<file path="config.mk">
export PLATFORM = sky130hd
export DESIGN_NAME = multicast_scheduler_flat
export DESIGN_NICKNAME = d
export VERILOG_FILES = /design/src/rtl/multicast_scheduler_if.sv /design/src/rtl/multicast_scheduler.sv /design/src/flat_wrapper.sv
export SDC_FILE = /design/constraint.sdc
export NUM_CORES = 1
export LEC_CHECK = 0
export ABC_CLOCK_PERIOD_IN_PS = 5000
export BUFFER_PORTS_ARGS = -buffer_cell sky130_fd_sc_hd__buf_2
export CAP_MARGIN = 20
export CORE_AREA = 5 5 130 132
export DETAILED_ROUTE_END_ITERATION = 16
export DIE_AREA = 0 0 135 137
export PLACE_DENSITY = 0.7
export REMOVE_ABC_BUFFERS = 1
export SETUP_SLACK_MARGIN = 0.15
export SLEW_MARGIN = 20
export SYNTH_ARGS = -nofsm -noshare
export SYNTH_HDL_FRONTEND = slang
export SYNTH_SLANG_ARGS = --single-unit
</file>
<file path="constraint.sdc">
create_clock -name clk -period 5 [get_ports clk]
set_clock_uncertainty 0.1 [all_clocks]
set_input_delay 0.25 -clock clk [delete_from_list [all_inputs] [get_ports clk]]
set_output_delay 0.25 -clock clk [all_outputs]
set_load 0.01 [all_outputs]
</file>
<file path="src/rtl/multicast_scheduler_if.sv">
// Bus bundle shared by the multicast scheduler, the global-buffer streams and the MultiCasters.
// The scheduler takes the master side and drives the broadcast and accept signals.
interface multicast_scheduler_if #(
  parameter int DATA_WIDTH = 16,
  parameter int NUM_MC     = 4,
  parameter int TAG_WIDTH  = 4,
  parameter int ID_WIDTH   = 4
);
  logic [2:0]                 req_valid;
  logic [2:0]                 req_ready;
  logic [3*TAG_WIDTH-1:0]     req_tag;
  logic [DATA_WIDTH-1:0]      ifmap_data_in;
  logic [DATA_WIDTH-1:0]      fltr_data_in;
  logic [2*DATA_WIDTH-1:0]    psum_data_in;
  logic [2:0]                 CASTER_EN;
  logic [TAG_WIDTH-1:0]       TAG;
  logic [NUM_MC*ID_WIDTH-1:0] ID;
  logic [DATA_WIDTH-1:0]      ifmap_data_B2M;
  logic [DATA_WIDTH-1:0]      fltr_data_B2M;
  logic [2*DATA_WIDTH-1:0]    psum_data_B2M;
  logic [NUM_MC-1:0]          CASTER_READY;
  logic [NUM_MC-1:0]          CASTER_VALID;

  modport master (
    input  req_valid, req_tag, ifmap_data_in, fltr_data_in, psum_data_in,
           CASTER_READY, CASTER_VALID,
    output req_ready, CASTER_EN, TAG, ID, ifmap_data_B2M, fltr_data_B2M, psum_data_B2M
  );

  modport slave (
    output req_valid, req_tag, ifmap_data_in, fltr_data_in, psum_data_in,
           CASTER_READY, CASTER_VALID,
    input  req_ready, CASTER_EN, TAG, ID, ifmap_data_B2M, fltr_data_B2M, psum_data_B2M
  );
endinterface

</file>
<file path="src/rtl/multicast_scheduler.sv">
// Round-robin multicast scheduler: accepts one word from ifmap/filter/psum, waits for all
// MultiCasters to be ready, broadcasts it, and for psum also waits for all to report done.
module multicast_scheduler #(
  parameter int DATA_WIDTH = 16,
  parameter int NUM_MC     = 4,
  parameter int TAG_WIDTH  = 4,
  parameter int ID_WIDTH   = 4,
  parameter int TIMEOUT    = 64
) (
  input  logic                      clk,
  input  logic                      rst,
  multicast_scheduler_if.master     bus,
  input  logic                      cfg_we,
  input  logic [$clog2(NUM_MC)-1:0] cfg_idx,
  input  logic [ID_WIDTH-1:0]       cfg_id,
  output logic                      cfg_err,
  output logic                      busy,
  output logic                      stall,
  output logic [3*16-1:0]           cast_cnt
);
  localparam int WCW = $clog2(TIMEOUT + 1);

  typedef enum logic [1:0] {IDLE, WAIT_RDY, CAST, WAIT_VAL} state_t;

  state_t               state_q, state_d;
  logic [1:0]           last_grant_q;
  logic [1:0]           g_q;
  logic [1:0]           grant;
  logic [1:0]           cand;
  logic                 grant_vld;
  logic [WCW-1:0]       wait_cnt;
  logic [15:0]          cnt_q [3];
  logic [ID_WIDTH-1:0]  id_q  [NUM_MC];

  function automatic logic [1:0] rr_next(input logic [1:0] s);
    return (s == 2'd2) ? 2'd0 : s + 2'd1;
  endfunction

  // NOTE: every variable driven here gets a default first, so no path can infer a latch.
  always_comb begin
    state_d       = state_q;
    grant_vld     = 1'b0;
    grant         = 2'd0;
    cand          = rr_next(last_grant_q);
    bus.req_ready = '0;
    bus.CASTER_EN = '0;
    unique case (state_q)
      IDLE: begin
        if (!rst) begin
          for (int off = 0; off < 3; off++) begin
            if (!grant_vld && bus.req_valid[cand]) begin
              grant_vld = 1'b1;
              grant     = cand;
            end
            cand = rr_next(cand);
          end
          if (grant_vld) begin
            bus.req_ready = 3'b001 << grant;
            state_d       = WAIT_RDY;
          end
        end
      end
      WAIT_RDY: if (&bus.CASTER_READY) state_d = CAST;
      CAST: begin
        bus.CASTER_EN = 3'b001 << g_q;
        state_d       = (g_q == 2'd2) ? WAIT_VAL : IDLE;
      end
      WAIT_VAL: if (&bus.CASTER_VALID) state_d = IDLE;
      default:  state_d = IDLE;
    endcase
  end

  // NOTE: sequential state uses non-blocking assignments so every register samples pre-edge values.
  always_ff @(posedge clk) begin
    if (rst) state_q <= IDLE;
    else     state_q <= state_d;
  end

  always_ff @(posedge clk) begin
    if (rst) begin
      g_q                <= 2'd0;
      last_grant_q       <= 2'd2;
      bus.TAG            <= '0;
      bus.ifmap_data_B2M <= '0;
      bus.fltr_data_B2M  <= '0;
      bus.psum_data_B2M  <= '0;
      wait_cnt           <= '0;
      cfg_err            <= 1'b0;
      for (int s = 0; s < 3; s++) cnt_q[s] <= '0;
      // NOTE: the ID file is small and its reset value is architecturally visible, so it is reset.
      for (int k = 0; k < NUM_MC; k++) id_q[k] <= '0;
    end else begin
      cfg_err <= 1'b0;
      if (grant_vld) begin
        g_q          <= grant;
        last_grant_q <= grant;
        case (grant)
          2'd0: begin
            bus.TAG            <= bus.req_tag[TAG_WIDTH-1:0];
            bus.ifmap_data_B2M <= bus.ifmap_data_in;
          end
          2'd1: begin
            bus.TAG           <= bus.req_tag[2*TAG_WIDTH-1:TAG_WIDTH];
            bus.fltr_data_B2M <= bus.fltr_data_in;
          end
          default: begin
            bus.TAG           <= bus.req_tag[3*TAG_WIDTH-1:2*TAG_WIDTH];
            bus.psum_data_B2M <= bus.psum_data_in;
          end
        endcase
      end
      // A grant wins over a config write; the error flag shows in the cycle after the drop.
      if (cfg_we) begin
        if (state_q == IDLE && !grant_vld) id_q[cfg_idx] <= cfg_id;
        else                               cfg_err       <= 1'b1;
      end
      if (state_q == WAIT_RDY) begin
        if (&bus.CASTER_READY)                wait_cnt <= '0;
        else if (wait_cnt != WCW'(TIMEOUT))   wait_cnt <= wait_cnt + 1'b1;
      end
      if (state_q == CAST) cnt_q[g_q] <= cnt_q[g_q] + 16'd1;
    end
  end

  always_comb begin
    bus.ID = '0;
    for (int k = 0; k < NUM_MC; k++) bus.ID[k*ID_WIDTH +: ID_WIDTH] = id_q[k];
  end

  assign cast_cnt = {cnt_q[2], cnt_q[1], cnt_q[0]};
  assign busy     = (state_q != IDLE);
  assign stall    = (wait_cnt >= WCW'(TIMEOUT));
endmodule

</file>
<file path="src/flat_wrapper.sv">
// flat-port wrapper written by rule: the top's interface ports become plain ports
module multicast_scheduler_flat 
#(
  parameter int DATA_WIDTH = 16,
  parameter int NUM_MC     = 4,
  parameter int TAG_WIDTH  = 4,
  parameter int ID_WIDTH   = 4,
  parameter int TIMEOUT    = 64
)
  (clk, rst, cfg_we, cfg_idx, cfg_id, cfg_err, busy, stall, cast_cnt, bus_req_valid, bus_req_tag, bus_ifmap_data_in, bus_fltr_data_in, bus_psum_data_in, bus_CASTER_READY, bus_CASTER_VALID, bus_req_ready, bus_CASTER_EN, bus_TAG, bus_ID, bus_ifmap_data_B2M, bus_fltr_data_B2M, bus_psum_data_B2M);
  multicast_scheduler_if #(.DATA_WIDTH(DATA_WIDTH), .NUM_MC(NUM_MC), .TAG_WIDTH(TAG_WIDTH), .ID_WIDTH(ID_WIDTH)) bus_i ();
  input  logic clk;
  input  logic rst;
  input  logic cfg_we;
  input  logic [$clog2(NUM_MC)-1:0] cfg_idx;
  input  logic [ID_WIDTH-1:0] cfg_id;
  output logic cfg_err;
  output logic busy;
  output logic stall;
  output logic [3*16-1:0] cast_cnt;
  input wire logic [$bits(bus_i.req_valid)-1:0] bus_req_valid;
  input wire logic [$bits(bus_i.req_tag)-1:0] bus_req_tag;
  input wire logic [$bits(bus_i.ifmap_data_in)-1:0] bus_ifmap_data_in;
  input wire logic [$bits(bus_i.fltr_data_in)-1:0] bus_fltr_data_in;
  input wire logic [$bits(bus_i.psum_data_in)-1:0] bus_psum_data_in;
  input wire logic [$bits(bus_i.CASTER_READY)-1:0] bus_CASTER_READY;
  input wire logic [$bits(bus_i.CASTER_VALID)-1:0] bus_CASTER_VALID;
  output wire logic [$bits(bus_i.req_ready)-1:0] bus_req_ready;
  output wire logic [$bits(bus_i.CASTER_EN)-1:0] bus_CASTER_EN;
  output wire logic [$bits(bus_i.TAG)-1:0] bus_TAG;
  output wire logic [$bits(bus_i.ID)-1:0] bus_ID;
  output wire logic [$bits(bus_i.ifmap_data_B2M)-1:0] bus_ifmap_data_B2M;
  output wire logic [$bits(bus_i.fltr_data_B2M)-1:0] bus_fltr_data_B2M;
  output wire logic [$bits(bus_i.psum_data_B2M)-1:0] bus_psum_data_B2M;
  assign bus_i.req_valid = bus_req_valid;
  assign bus_i.req_tag = bus_req_tag;
  assign bus_i.ifmap_data_in = bus_ifmap_data_in;
  assign bus_i.fltr_data_in = bus_fltr_data_in;
  assign bus_i.psum_data_in = bus_psum_data_in;
  assign bus_i.CASTER_READY = bus_CASTER_READY;
  assign bus_i.CASTER_VALID = bus_CASTER_VALID;
  assign bus_req_ready = bus_i.req_ready;
  assign bus_CASTER_EN = bus_i.CASTER_EN;
  assign bus_TAG = bus_i.TAG;
  assign bus_ID = bus_i.ID;
  assign bus_ifmap_data_B2M = bus_i.ifmap_data_B2M;
  assign bus_fltr_data_B2M = bus_i.fltr_data_B2M;
  assign bus_psum_data_B2M = bus_i.psum_data_B2M;
  multicast_scheduler #(.DATA_WIDTH(DATA_WIDTH), .NUM_MC(NUM_MC), .TAG_WIDTH(TAG_WIDTH), .ID_WIDTH(ID_WIDTH), .TIMEOUT(TIMEOUT)) u_core (.clk(clk), .rst(rst), .bus(bus_i), .cfg_we(cfg_we), .cfg_idx(cfg_idx), .cfg_id(cfg_id), .cfg_err(cfg_err), .busy(busy), .stall(stall), .cast_cnt(cast_cnt));
endmodule
</file>
==> flow_summary.yaml <==
status:
  status: "finished, final reports clean"
synth:
  ys.flop_type: "dfxtp_1"
  yosysWarnings: 0
  ys_seq_area_share_pct: 59.6
  avgSynthCellArea_sq_um: 10.8
  yosysTopAreaCell: "edfxtp_1"
  synth_seq_cells: 163
  synth_most_common_cell: "nand2_1"
  synth_top_area_share_pct: 35.2
  synth_cells: 629
  ys_top_cells_by_area: "edfxtp_1 35%, dfxtp_1 24%, nand2_1 7.9%, mux4_1 5.8%, a21oi_1 4.8%"
  synth.distinct_cells: 49
  netlist_area_sq_mm: 0.00682
  synth_edf_count: 80
  synth_commonest_cells: "144 x nand2_1, 83 x dfxtp_1, 80 x edfxtp_1"
  async_flop_share_pct: 0
global_routing:
  grt-ovfl-total: 0
  grt_antenna_before_repair: 0
  grt_pass1_vias: 5876
  grt_pass1_wl_mm: 29.7
  grt_max_degree: 86
  track_usage_pct: 20.3
pwr:
  p_per_area_mw_per_mm2: 326
  ir_drop_mv: 0.202
  leakagePower_nw: 4.01
cts:
  postCtsSetupRepairBufs: 0
  numCtsBuffers: 17
  cts.path.max_buffers: 2
  cts_num_sinks: 163
  cts_tree: "yes"
  post_cts_resized: 0
  clock_latency_ns: 0.42
  h-tree-depth: 4
  ctsHoldBuffers: 64
  clk_pin_slew_ns: 0.06
  clockRootBuffer: "clkbuf_16"
cells_and_area:
  fin_nets: 1017
  antenna_cells: 0
  layout-drive-gt1-share_pct: 31.2
  area_growth_pct: 36.3
  final_area_sq_mm: 0.00929
setup_path:
  cp_cell_sequence: "or2_2, nor2_1, nand2_1, buf_4, inv_1, buf_2"
  crit_buf_inv: 3
  start_kind: "flop"
  worst_path_dominant_cell_family: "buffers and inverters"
  max_stage_delay_ns: 0.76
  crit_type: "reg -> out"
  cp_max_fo: 35
  setup.worst_path.end_class: "primary output"
  crit_required_ns: 4.65
  cp_slowest_cell: "inv_1"
  worstPathArrival_ns: 2.83
worst_hold_path:
  hp-class: "in -> reg"
route:
  finalWirelength_mm: 18.7
  drt-initial-drc-count: 286
  drcViolationCount: 0
  antenna_left: 0
  first_pass_iters: 7
  post_drt_wl_per_cell_um: 16.3
  vias: 5624
  post_drt_via_cell_ratio: 4.91
sta:
  fin_tns_setup_ns: 0
  final_hold_viol_count: 0
  fin_crit_sh_pct: 63.7
  period_needed_ns: 3.18
  finalMaxSlewViolations: 0
  rsz0062_at_grt: "no"
  tightest_slew_ns: 0.982
  max_freq_mhz: 314
  final-setup-viol-count: 0
  slew_headroom_pct: 34.5
flow_run:
  drv_cap: 0
die:
  pin_count: 237
  die_w_um: 135
  num_rows: 46
  die_h_um: 137
  core_sq_mm: 0.0156
  start_util_pct: 43.7
  die_area_sq_mm: 0.0185
place:
  port_buffers: 236
  place_congestion: 0.813
  dpl_cell_area_sq_mm: 0.00810
  dp_hpwl_mm: 12.4
==> state kept, by name (all words and copies together), names as in the netlist, named ones only <==
register	flops
u_core.cfg_err	1
u_core.bus.psum_data_B2M	32
u_core.bus.fltr_data_B2M	16
u_core.state_q	2
u_core.cnt_q	64
u_core.id_q	16
u_core.last_grant_q	1
u_core.g_q	2
u_core.bus.TAG	4
u_core.bus.ifmap_data_B2M	16
u_core.wait_cnt	7
==> cell type report <==
type / count / area [sq um]
multi-input combinational: 410 / 2480
inverter: 24 / 90.1
clock buffer: 21 / 440
tap: 216 / 270
timing repair buffer: 302 / 1840
fill: 1304 / 6300
clock inverter: 10 / 110
sequential: 163 / 4060
==> cell usage in the layout (no fill, tap or decap), types with 15 or more instances in the layout <==
cell type and instances:
a21oi_1 65, and2_1 18, buf_2 236, clkbuf_16 17
dfxtp_1 83, dlygate4sd3_1 64, edfxtp_1 80, inv_1 22
mux4_1 15, nand2_1 144, nor2_1 66
==> worst reg2reg max path, cell delays in order (launching register included) <==
cell	delay [ns]
dfxtp_1	0.92
mux4_1	0.77
ha_1	0.31
nand3_2	0.14
nor2_1	0.08
xnor2_1	0.31
nor2_1	0.09
==> per-layer routing <==
| layer | track usage [%] | routed length, um | vias up |
|---|---|---|---|
| li1 | - | - | 2724 |
| met1 | 24.0 | 7490 | 2632 |
| met2 | 33.7 | 9120 | 234 |
| met3 | 7.65 | 1670 | 34 |
| met4 | 7.73 | 415 | 0 |
| met5 | 0 | 0 | - |
==> metrics by stage <==
stage               instances  power [W]  hold slack (ns)  setup slack (ns)  util [%]
finish                   1146    0.00303           0.0387              1.82      59.6
global route             1146    0.00315           0.0295              1.58      59.6
CTS                      1146    0.00306           0.0231              1.77      59.6
detailed placement       1051    0.00179            0.343              1.98      51.9
global placement         1051    0.00179            0.339              2.03      51.9
floorplan                 597    0.00166            0.219              2.41         -
==> kinds of logic (layout without fill, tap and decap cells) <==
| kind of cell | count (synthesis) | count (layout) | share of synthesized area (%) |
|---|---|---|---|
| buffers and inverters | 56 | 357 | 3.98 |
| DFF | 163 | 163 | 59.6 |
| and+or+nand+nor | 287 | 287 | 19.4 |
| AOI/OAI and AO/OA | 80 | 80 | 6.61 |
| muxes | 21 | 21 | 6.85 |
| adders and majority gates | 3 | 3 | 0.551 |
| xor gates and xnor gates | 19 | 19 | 2.99 |
==> power breakdown <==
part	total, W	switching, W	leakage [nW]	internal [W]
Clock	0.00122	0.000495	0.264	0.000729
Sequential	0.00148	0.0000343	1.48	0.00145
Combinational	0.000324	0.000171	2.27	0.000153
==> worst paths after layout <==
check | from | endpoint | slack (ns) | cells past startpoint
min reg2reg | u_core.bus.psum_data_B2M[4] | u_core.bus.psum_data_B2M[4] | 0.35 | 2
max reg2reg | flop | u_core.cnt_q[0][10] | 2.00 | 6
max | u_core.state_q[1] | bus_req_ready[2] | 1.82 | 6
min | cfg_we | u_core.cfg_err | 0.04 | 2
No activity file was read; power rests on OpenSTA's default activity.
